**src/rtl/riscv_pkg.sv**
```systemverilog
// Shared definitions for the multi-cycle RV32I core: datapath width, fetch FSM
// state encoding and architectural constants used by the fetch stage.
package riscv_pkg;

    localparam int XLEN_DEFAULT = 32;
    localparam int INSTR_BYTES  = 4;
    localparam logic [31:0] NOP_INSTR = 32'h0000_0013;

    typedef enum logic [1:0] {
        IDLE = 2'd0,
        REQ  = 2'd1,
        WAIT = 2'd2
    } fetch_state_t;

    // Instructions are word aligned; only the two low PC bits matter.
    function automatic logic is_word_aligned(input logic [1:0] pc_lsb);
        return (pc_lsb == 2'b00);
    endfunction

endpackage

```
**src/rtl/fetch_unit_if.sv**
```systemverilog
// Instruction-memory read channel: a valid/ready request carrying the word
// address, followed by a response strobe with the read data.
interface fetch_unit_if
    import riscv_pkg::*;
#(
    parameter int XLEN = XLEN_DEFAULT
);

    logic            mem_req_valid;
    logic            mem_req_ready;
    logic [XLEN-1:0] mem_addr;
    logic            mem_rsp_valid;
    logic [XLEN-1:0] mem_rsp_data;

    modport master (
        output mem_req_valid,
        output mem_addr,
        input  mem_req_ready,
        input  mem_rsp_valid,
        input  mem_rsp_data
    );

    modport slave (
        input  mem_req_valid,
        input  mem_addr,
        output mem_req_ready,
        output mem_rsp_valid,
        output mem_rsp_data
    );

endinterface

```
**src/rtl/pc_unit.sv**
```systemverilog
// Program counter pair: pc_cur (next PC to fetch) and pc_old (PC of the
// instruction in the instruction register), with the next-PC selection mux.
module pc_unit
    import riscv_pkg::*;
#(
    parameter int              XLEN     = XLEN_DEFAULT,
    parameter logic [XLEN-1:0] RESET_PC = '0
) (
    input  logic            clk,
    input  logic            reset,
    input  logic            pc_write,
    input  logic [XLEN-1:0] pc_next,
    input  logic            advance,
    output logic [XLEN-1:0] pc_cur,
    output logic [XLEN-1:0] pc_old
);

    logic [XLEN-1:0] pc_cur_reg;
    logic [XLEN-1:0] pc_cur_next;
    logic [XLEN-1:0] pc_old_reg;
    logic [XLEN-1:0] pc_old_next;

    // A redirect always beats a completing fetch; the increment wraps mod 2^XLEN.
    always_comb begin
        pc_cur_next = pc_cur_reg;
        pc_old_next = pc_old_reg;
        if (pc_write) begin
            pc_cur_next = pc_next;
        end else if (advance) begin
            pc_old_next = pc_cur_reg;
            pc_cur_next = pc_cur_reg + XLEN'(INSTR_BYTES);
        end
    end

    always_ff @(posedge clk) begin
        if (!reset) begin
            pc_cur_reg <= RESET_PC;
            pc_old_reg <= '0;
        end else begin
            pc_cur_reg <= pc_cur_next;
            pc_old_reg <= pc_old_next;
        end
    end

    assign pc_cur = pc_cur_reg;
    assign pc_old = pc_old_reg;

endmodule

```
**src/rtl/fetch_unit.sv**
```systemverilog
// Multi-cycle instruction fetch stage: issues one word read per fetch_start,
// latches the returned word into the instruction register and advances the PC.
module fetch_unit
    import riscv_pkg::*;
#(
    parameter int              XLEN     = XLEN_DEFAULT,
    parameter logic [XLEN-1:0] RESET_PC = '0
) (
    input  logic             clk,
    input  logic             reset,
    input  logic             fetch_start,
    input  logic             pc_write,
    input  logic [XLEN-1:0]  pc_next,
    fetch_unit_if.master     mem,
    output logic [XLEN-1:0]  instr,
    output logic             instr_valid,
    output logic [XLEN-1:0]  pc_cur,
    output logic [XLEN-1:0]  pc_old,
    output logic             busy,
    output logic             fetch_fault
);

    fetch_state_t    state_reg;
    logic            kill_reg;
    logic [XLEN-1:0] instr_reg;
    logic            instr_valid_reg;
    logic            req_valid_reg;
    logic [XLEN-1:0] addr_reg;
    logic            busy_reg;
    logic            fault_reg;

    logic            advance;
    logic [XLEN-1:0] launch_pc;

    // A fetch started together with pc_write targets the new PC.
    assign launch_pc = pc_write ? pc_next : pc_cur;

    // The response only retires an instruction when no redirect is pending or arriving.
    assign advance = (state_reg == WAIT) && mem.mem_rsp_valid && !kill_reg && !pc_write;

    pc_unit #(
        .XLEN     (XLEN),
        .RESET_PC (RESET_PC)
    ) u_pc_unit (
        .clk      (clk),
        .reset    (reset),
        .pc_write (pc_write),
        .pc_next  (pc_next),
        .advance  (advance),
        .pc_cur   (pc_cur),
        .pc_old   (pc_old)
    );

    always_ff @(posedge clk) begin
        if (!reset) begin
            state_reg       <= IDLE;
            kill_reg        <= 1'b0;
            instr_reg       <= XLEN'(NOP_INSTR);
            instr_valid_reg <= 1'b0;
            req_valid_reg   <= 1'b0;
            addr_reg        <= RESET_PC;
            busy_reg        <= 1'b0;
            fault_reg       <= 1'b0;
        end else begin
            instr_valid_reg <= 1'b0;
            fault_reg       <= 1'b0;
            unique case (state_reg)
                IDLE: begin
                    if (fetch_start) begin
                        if (!is_word_aligned(launch_pc[1:0])) begin
                            fault_reg <= 1'b1;
                        end else begin
                            state_reg     <= REQ;
                            req_valid_reg <= 1'b1;
                            busy_reg      <= 1'b1;
                            addr_reg      <= launch_pc;
                        end
                    end
                end
                REQ: begin
                    // The address is held in addr_reg so a redirect cannot
                    // disturb a request that is still waiting for ready.
                    if (pc_write) begin
                        kill_reg <= 1'b1;
                    end
                    if (mem.mem_req_ready) begin
                        state_reg     <= WAIT;
                        req_valid_reg <= 1'b0;
                    end
                end
                WAIT: begin
                    if (mem.mem_rsp_valid) begin
                        state_reg <= IDLE;
                        busy_reg  <= 1'b0;
                        kill_reg  <= 1'b0;
                        if (advance) begin
                            instr_reg       <= mem.mem_rsp_data;
                            instr_valid_reg <= 1'b1;
                        end
                    end else if (pc_write) begin
                        kill_reg <= 1'b1;
                    end
                end
                default: begin
                    state_reg     <= IDLE;
                    req_valid_reg <= 1'b0;
                    busy_reg      <= 1'b0;
                    kill_reg      <= 1'b0;
                end
            endcase
        end
    end

    assign mem.mem_req_valid = req_valid_reg;
    assign mem.mem_addr      = addr_reg;
    assign instr             = instr_reg;
    assign instr_valid       = instr_valid_reg;
    assign busy              = busy_reg;
    assign fetch_fault       = fault_reg;

endmodule
```
**src/flat_wrapper.sv**
```systemverilog
// flat-port wrapper written by rule: the top's interface ports become plain ports
module fetch_unit_flat import riscv_pkg::*;
#(
    parameter int              XLEN     = XLEN_DEFAULT,
    parameter logic [XLEN-1:0] RESET_PC = '0
)
  (clk, reset, fetch_start, pc_write, pc_next, instr, instr_valid, pc_cur, pc_old, busy, fetch_fault, mem_mem_req_valid, mem_mem_addr, mem_mem_req_ready, mem_mem_rsp_valid, mem_mem_rsp_data);
  fetch_unit_if #(.XLEN(XLEN)) mem_i ();
  input  logic clk;
  input  logic reset;
  input  logic fetch_start;
  input  logic pc_write;
  input  logic [XLEN-1:0] pc_next;
  output logic [XLEN-1:0] instr;
  output logic instr_valid;
  output logic [XLEN-1:0] pc_cur;
  output logic [XLEN-1:0] pc_old;
  output logic busy;
  output logic fetch_fault;
  output wire logic [$bits(mem_i.mem_req_valid)-1:0] mem_mem_req_valid;
  output wire logic [$bits(mem_i.mem_addr)-1:0] mem_mem_addr;
  input wire logic [$bits(mem_i.mem_req_ready)-1:0] mem_mem_req_ready;
  input wire logic [$bits(mem_i.mem_rsp_valid)-1:0] mem_mem_rsp_valid;
  input wire logic [$bits(mem_i.mem_rsp_data)-1:0] mem_mem_rsp_data;
  assign mem_mem_req_valid = mem_i.mem_req_valid;
  assign mem_mem_addr = mem_i.mem_addr;
  assign mem_i.mem_req_ready = mem_mem_req_ready;
  assign mem_i.mem_rsp_valid = mem_mem_rsp_valid;
  assign mem_i.mem_rsp_data = mem_mem_rsp_data;
  fetch_unit #(.XLEN(XLEN), .RESET_PC(RESET_PC)) u_core (.clk(clk), .reset(reset), .fetch_start(fetch_start), .pc_write(pc_write), .pc_next(pc_next), .mem(mem_i), .instr(instr), .instr_valid(instr_valid), .pc_cur(pc_cur), .pc_old(pc_old), .busy(busy), .fetch_fault(fetch_fault));
endmodule
```
**config.mk**
```make
export PLATFORM = sky130hd
export DESIGN_NAME = fetch_unit_flat
export DESIGN_NICKNAME = d
export VERILOG_FILES = /design/src/rtl/riscv_pkg.sv /design/src/rtl/fetch_unit_if.sv /design/src/rtl/pc_unit.sv /design/src/rtl/fetch_unit.sv /design/src/flat_wrapper.sv
export SDC_FILE = /design/constraint.sdc
export NUM_CORES = 1
export LEC_CHECK = 0
export BUFFER_PORTS_ARGS = -buffer_cell sky130_fd_sc_hd__buf_2
export CORE_ASPECT_RATIO = 0.75
export CORE_MARGIN = 4
export CORE_UTILIZATION = 54
export DETAILED_ROUTE_END_ITERATION = 12
export GPL_TIMING_DRIVEN = 0
export PLACE_DENSITY = 0.86
export SYNTH_ARGS = -nofsm -noshare
export SYNTH_HDL_FRONTEND = slang
export SYNTH_SLANG_ARGS = --single-unit
```
**constraint.sdc**
```tcl
create_clock -name clk -period 5.2 [get_ports clk]
set_input_delay 0.78 -clock clk [delete_from_list [all_inputs] [get_ports clk]]
set_output_delay 0.78 -clock clk [all_outputs]
set_load 0.03 [all_outputs]
```
After elaboration in Yosys (flattened, before gate mapping)
Index checks and enable logic that the tools add are counted.
{"block": "classes", "addsub": 1, "n_eq_ne": 6, "mux": 19, "bitwise": 3, "n_reduce_logical": 16}
{"cell": "$mux W32", "count": 3}
{"cell": "$add A32 B3 Y32 const B", "count": 1}
{"cell": "$reduce_and A3 Y1", "count": 4}
{"cell": "$reduce_and A4 Y1", "count": 3}
{"cell": "$pmux W1 S3", "count": 3}
{"cell": "$mux W1", "count": 8}
{"cell": "$mux W2", "count": 4}
{"cell": "$ne A2 B2 Y1 const B", "count": 3}
{"cell": "$pmux W2 S3", "count": 1}
{"cell": "$logic_not A2 Y1", "count": 2}
{"cell": "$logic_and A1 B1 Y1", "count": 3}
{"cell": "$not A1 Y1", "count": 3}
{"cell": "$eq A2 B1 Y1 const B", "count": 1}
{"cell": "$eq A2 B2 Y1 const B", "count": 1}
{"cell": "$logic_not A1 Y1", "count": 2}
{"cell": "$ne A2 B1 Y1 const B", "count": 1}
{"cell": "$reduce_and A2 Y1", "count": 1}
{"cell": "$reduce_bool A2 Y1", "count": 1}
{"block": "totals", "reg_bits": 135, "inputBits": 70, "out_inout_bits": 132, "elab_cells": 55}

Longest topological paths before layout
{"block": "logic_depth", "word_depth": 6, "depth_mapped": 9, "mapped_depth_nobuf": 6}

Hierarchy
A second synthesis with hierarchy kept.
{"block": "hier_totals", "cells_unflattened": 729, "hier_area_um2": 6258.5}
{"module": "fetch_unit", "instances": 1, "cells_per_inst": 338, "area_per_inst_um2": 3238.1, "seq_area_each_um2": 1421.4}
{"module": "pc_unit", "instances": 1, "cells_per_inst": 391, "area_per_inst_um2": 3020.4, "seq_area_each_um2": 1281.2}

Worst setup path before layout
No wires, ideal clock.
{"block": "synth_timing", "path_kind": "in2reg", "from": "in pc_write", "to": "reg u_core.addr_reg[21] (netlist: u_core.mem.mem_addr[21])", "setup_time_ns": 0.081, "arrival_ns": 2.099, "required_time_ns": 5.119, "slack_ns": 3.020, "path_stages": 6, "n_path_buf": 2, "cell_sequence": "buf_2 or3b_1 a211oi_4 buf_6 nor2_1 a211oi_2"}
{"block": "synth_via", "elab_chain_len": 3}
{"item": "start, declared", "line_no": "flat_wrapper.sv:12", "source": "input logic pc_write;"}
{"item": "$mux W32 *", "line_no": "fetch_unit.sv:36", "source": "assign launch_pc = pc_write ? pc_next : pc_cur;"}
{"item": "$logic_not A2 Y1", "line_no": "riscv_pkg.sv:17", "source": "return (pc_lsb == 2'b00);"}
{"item": "$reduce_and A3 Y1 (no line)"}
{"item": "end signal, assigned", "line_no": "fetch_unit.sv:76", "source": "addr_reg <= launch_pc;"}
{"item": "end, declared", "line_no": "fetch_unit.sv:28", "source": "logic [XLEN-1:0] addr_reg;"}
Every way passes the cells marked *; elsewhere a longest branch is shown, timed or not.
A chain may end at the register's enable or synchronous reset.

Worst setup path after layout
{"block": "layout_timing", "from": "reg u_core.state_reg[0]", "to": "reg u_core.u_pc_unit.pc_old_reg[24] (netlist: u_core.u_pc_unit.pc_old[24])"}
{"block": "layout_via", "elab_chain_len": 5}
{"item": "start, declared", "line_no": "fetch_unit.sv:23", "source": "fetch_state_t state_reg;"}
{"item": "start signal, assigned", "line_no": "fetch_unit.sv:56", "source": "state_reg <= IDLE;"}
{"item": "start signal, assigned", "line_no": "fetch_unit.sv:73", "source": "state_reg <= REQ;"}
{"item": "start signal, assigned", "line_no": "fetch_unit.sv:87", "source": "state_reg <= WAIT;"}
{"item": "$eq A2 B2 Y1", "line_no": "fetch_unit.sv:39", "source": "assign advance = (state_reg == WAIT) && mem.mem_rsp_valid && !kill_reg && !pc_write;"}
{"item": "$logic_and A1 B1 Y1 (3 in series)", "line_no": "fetch_unit.sv:39"}
{"item": "$reduce_and A2 Y1 (no line)"}
{"item": "end signal, assigned", "line_no": "pc_unit.sv:41", "source": "pc_old_reg <= pc_old_next;"}
{"item": "end, declared", "line_no": "pc_unit.sv:20", "source": "logic [XLEN-1:0] pc_old_reg;"}
Every way passes these cells.

==> results.yml <==
global_route:
  grt-ovfl-total: 0
  antenna_found_initial: 0
  gr-usage-all-layers: 0.292
  grt_pass1_vias: 5670
  grt_pass1_wl_um: 29500
  grt_max_degree: 17
power:
  leakage_uw: 0.00329
  total_power_uw: 3110
  p_per_area_nw_per_um2: 404
  ir_drop_v: 0.000363
clocking:
  root_buffer: "clkbuf_16"
  tritoncts: "yes"
  cts_hold_buf: 0
  post_cts_buffers: 0
  ctsResizeCount: 0
  cts_buffers: 17
  clk_pin_slew_worst_paths_ns: 0.06
  cts.sinks: 135
  worstSkewPairLatency_ns: 0.42
  h-tree-depth: 4
  clockBufferDepth: 2
route:
  wl_um: 18700
  avgViaCountPerCell: 5.73
  dr.pass1.iters: 5
  antenna_left: 0
  drt_iter0_drc: 459
  drc: 0
  vias: 6012
  wl_per_cell_um: 17.8
sta:
  worst_pin_slew_ns: 0.963
  finClkSkew_ns: 0.00601
  fin_crit_ns: 2.45
  fmax_mhz: 408
  period_share: 0.472
  slew_violations: 0
  hold_viol_final: 0
  finalSetupViolCount: 0
  relSlewSlack: 0.358
  hold_slack_ns: 0.449
  final.setup.tns_ns: 0
  rsz0062_at_grt: "no"
yosys:
  synth-seq-area-share: 0.459
  synth_edf_count: 0
  yosysTopAreaCell: "dfxtp_1"
  netlist_area_sq_um: 5880
  syn_avg_cell_area_sq_um: 8.64
  ys_async_sr_fraction: 0
  synthTopCellsByArea: "dfxtp_1 (46%), nand2_1 (9.2%), a21oi_1 (6.0%), a211oi_2 (6.0%), mux2i_1 (5.8%)"
  synth_top_area_share: 0.459
  ys_warn_count: 0
  ys_ff_latch: 135
  syn_nets: 757
  synth_cell_types: 47
  syn_inst: 681
  synth-main-ff-cell: "dfxtp_1"
worst_setup_path:
  cp_max_fo: 10
  worstPathArrival_ns: 2.79
  crit_path_end_kind: "register"
  critPathRequiredTime_ns: 5.54
  cp-start-kind: "register"
  path_class: "reg -> reg"
finish:
  fill_cells: 809
  mostFrequentLayoutCell: "buf_2"
  area_delta_synth_final_pct: 31.1
  nNetsFinal: 976
  layout-drive-gt1-share: 0.304
  final_cell_mix: "buf_2 (208), nand2_1 (144), dfxtp_1 (135), a21oi_1 (71), nor2_1 (40)"
  fin_cells: 1049
  design_area_sq_um: 7710
  diodes: 0
placed_design:
  dpl.hpwl_um: 13300
  dp.cells: 1017
  placed_cell_area_sq_um: 7050
  gp_congestion: 0.870
  numPortBuffers: 200
run:
  max_cap_violations: 0
run_status:
  status: "complete, no violations"
floorplanning:
  dieArea_sq_um: 12600
  die_h_um: 98.4
  initial_core_util: 0.563
  ios: 202
  core_area_sq_um: 10500
  fp-row-count: 32
  die_w_um: 129
hold_path:
  hp-class: "reg -> reg"
-- final timing paths --
check                            from                           to  slack [ns]  cells after the start
hold reg to reg      u_core.instr[23]             u_core.instr[23]        0.45                      2
setup reg to reg  u_core.state_reg[0]  u_core.u_pc_unit.pc_old[24]        2.75                      7
hold / removal       u_core.instr[23]             u_core.instr[23]        0.45                      2
setup / recovery  u_core.state_reg[0]  u_core.u_pc_unit.pc_old[24]        2.75                      7
-- synth_stat cells, drive strengths merged (3+ instances only) --
library cell / instances
and4: 5
inv: 8
a211oi: 34
nand3: 15
xor2: 7
nand4: 14
o31ai: 12
nor3b: 3
nor3: 6
or3: 5
nand2: 144
mux2i: 34
xnor2: 4
or4: 12
a21oi: 71
clkbuf: 36
and3: 6
dfxtp: 135
ha: 6
buf: 19
nor2: 40
a31oi: 16
o21ai: 28
-- report_power, final --
part,switching (uW),internal (uW)
Combinational,395,198
Clock,462,876
Sequential,67.2,1110
-- per-layer routing --
layer	track usage	vias to the layer above	wire length, um
met5	0	-	0
met4	0.0880	0	321
met3	0.0776	31	1660
met2	0.458	294	8490
met1	0.396	2829	8210
li1	-	2858	-
-- final cells by class --
type                            count  area, sq um  area share
Multi-Input combinational cell    483         2890       0.375
Sequential cell                   135         2700       0.351
Inverter                            8         30.0     0.00390
Clock buffer                       20          457      0.0592
Clock inverter                     12          199      0.0258
Tap cell                          136          170      0.0221
Timing Repair Buffer              200         1000       0.130
Buffer                             55          258      0.0334
-- worst max-delay path: stages (launching register included) --
cell and delay (ns):
dfxtp_1 0.33, inv_1 0.12, ha_1 0.29, nor4bb_1 0.41, clkbuf_1 0.45, clkbuf_1 0.47, nand2_1 0.13, a21oi_1 0.16
-- kinds of logic after synthesis --
kind of cell               Yosys count  synth area share
muxes                               34            0.0579
adders and majority gates            6            0.0128
and+or+nand+nor                    261             0.204
buffers and inverters               63            0.0489
xor gates and xnor gates            11            0.0164
DFF                                135             0.459
AOI/OAI and AO/OA                  171             0.201
-- per-stage QoR --
stage | utilization | setup slack [ns]
floorplan | - | 3.02
global placement | 0.675 | 2.71
detailed placement | 0.675 | 2.62
CTS | 0.738 | 2.75
global route | 0.738 | 2.52
finish | 0.738 | 2.75
No activity file was read; power rests on OpenSTA's default activity.
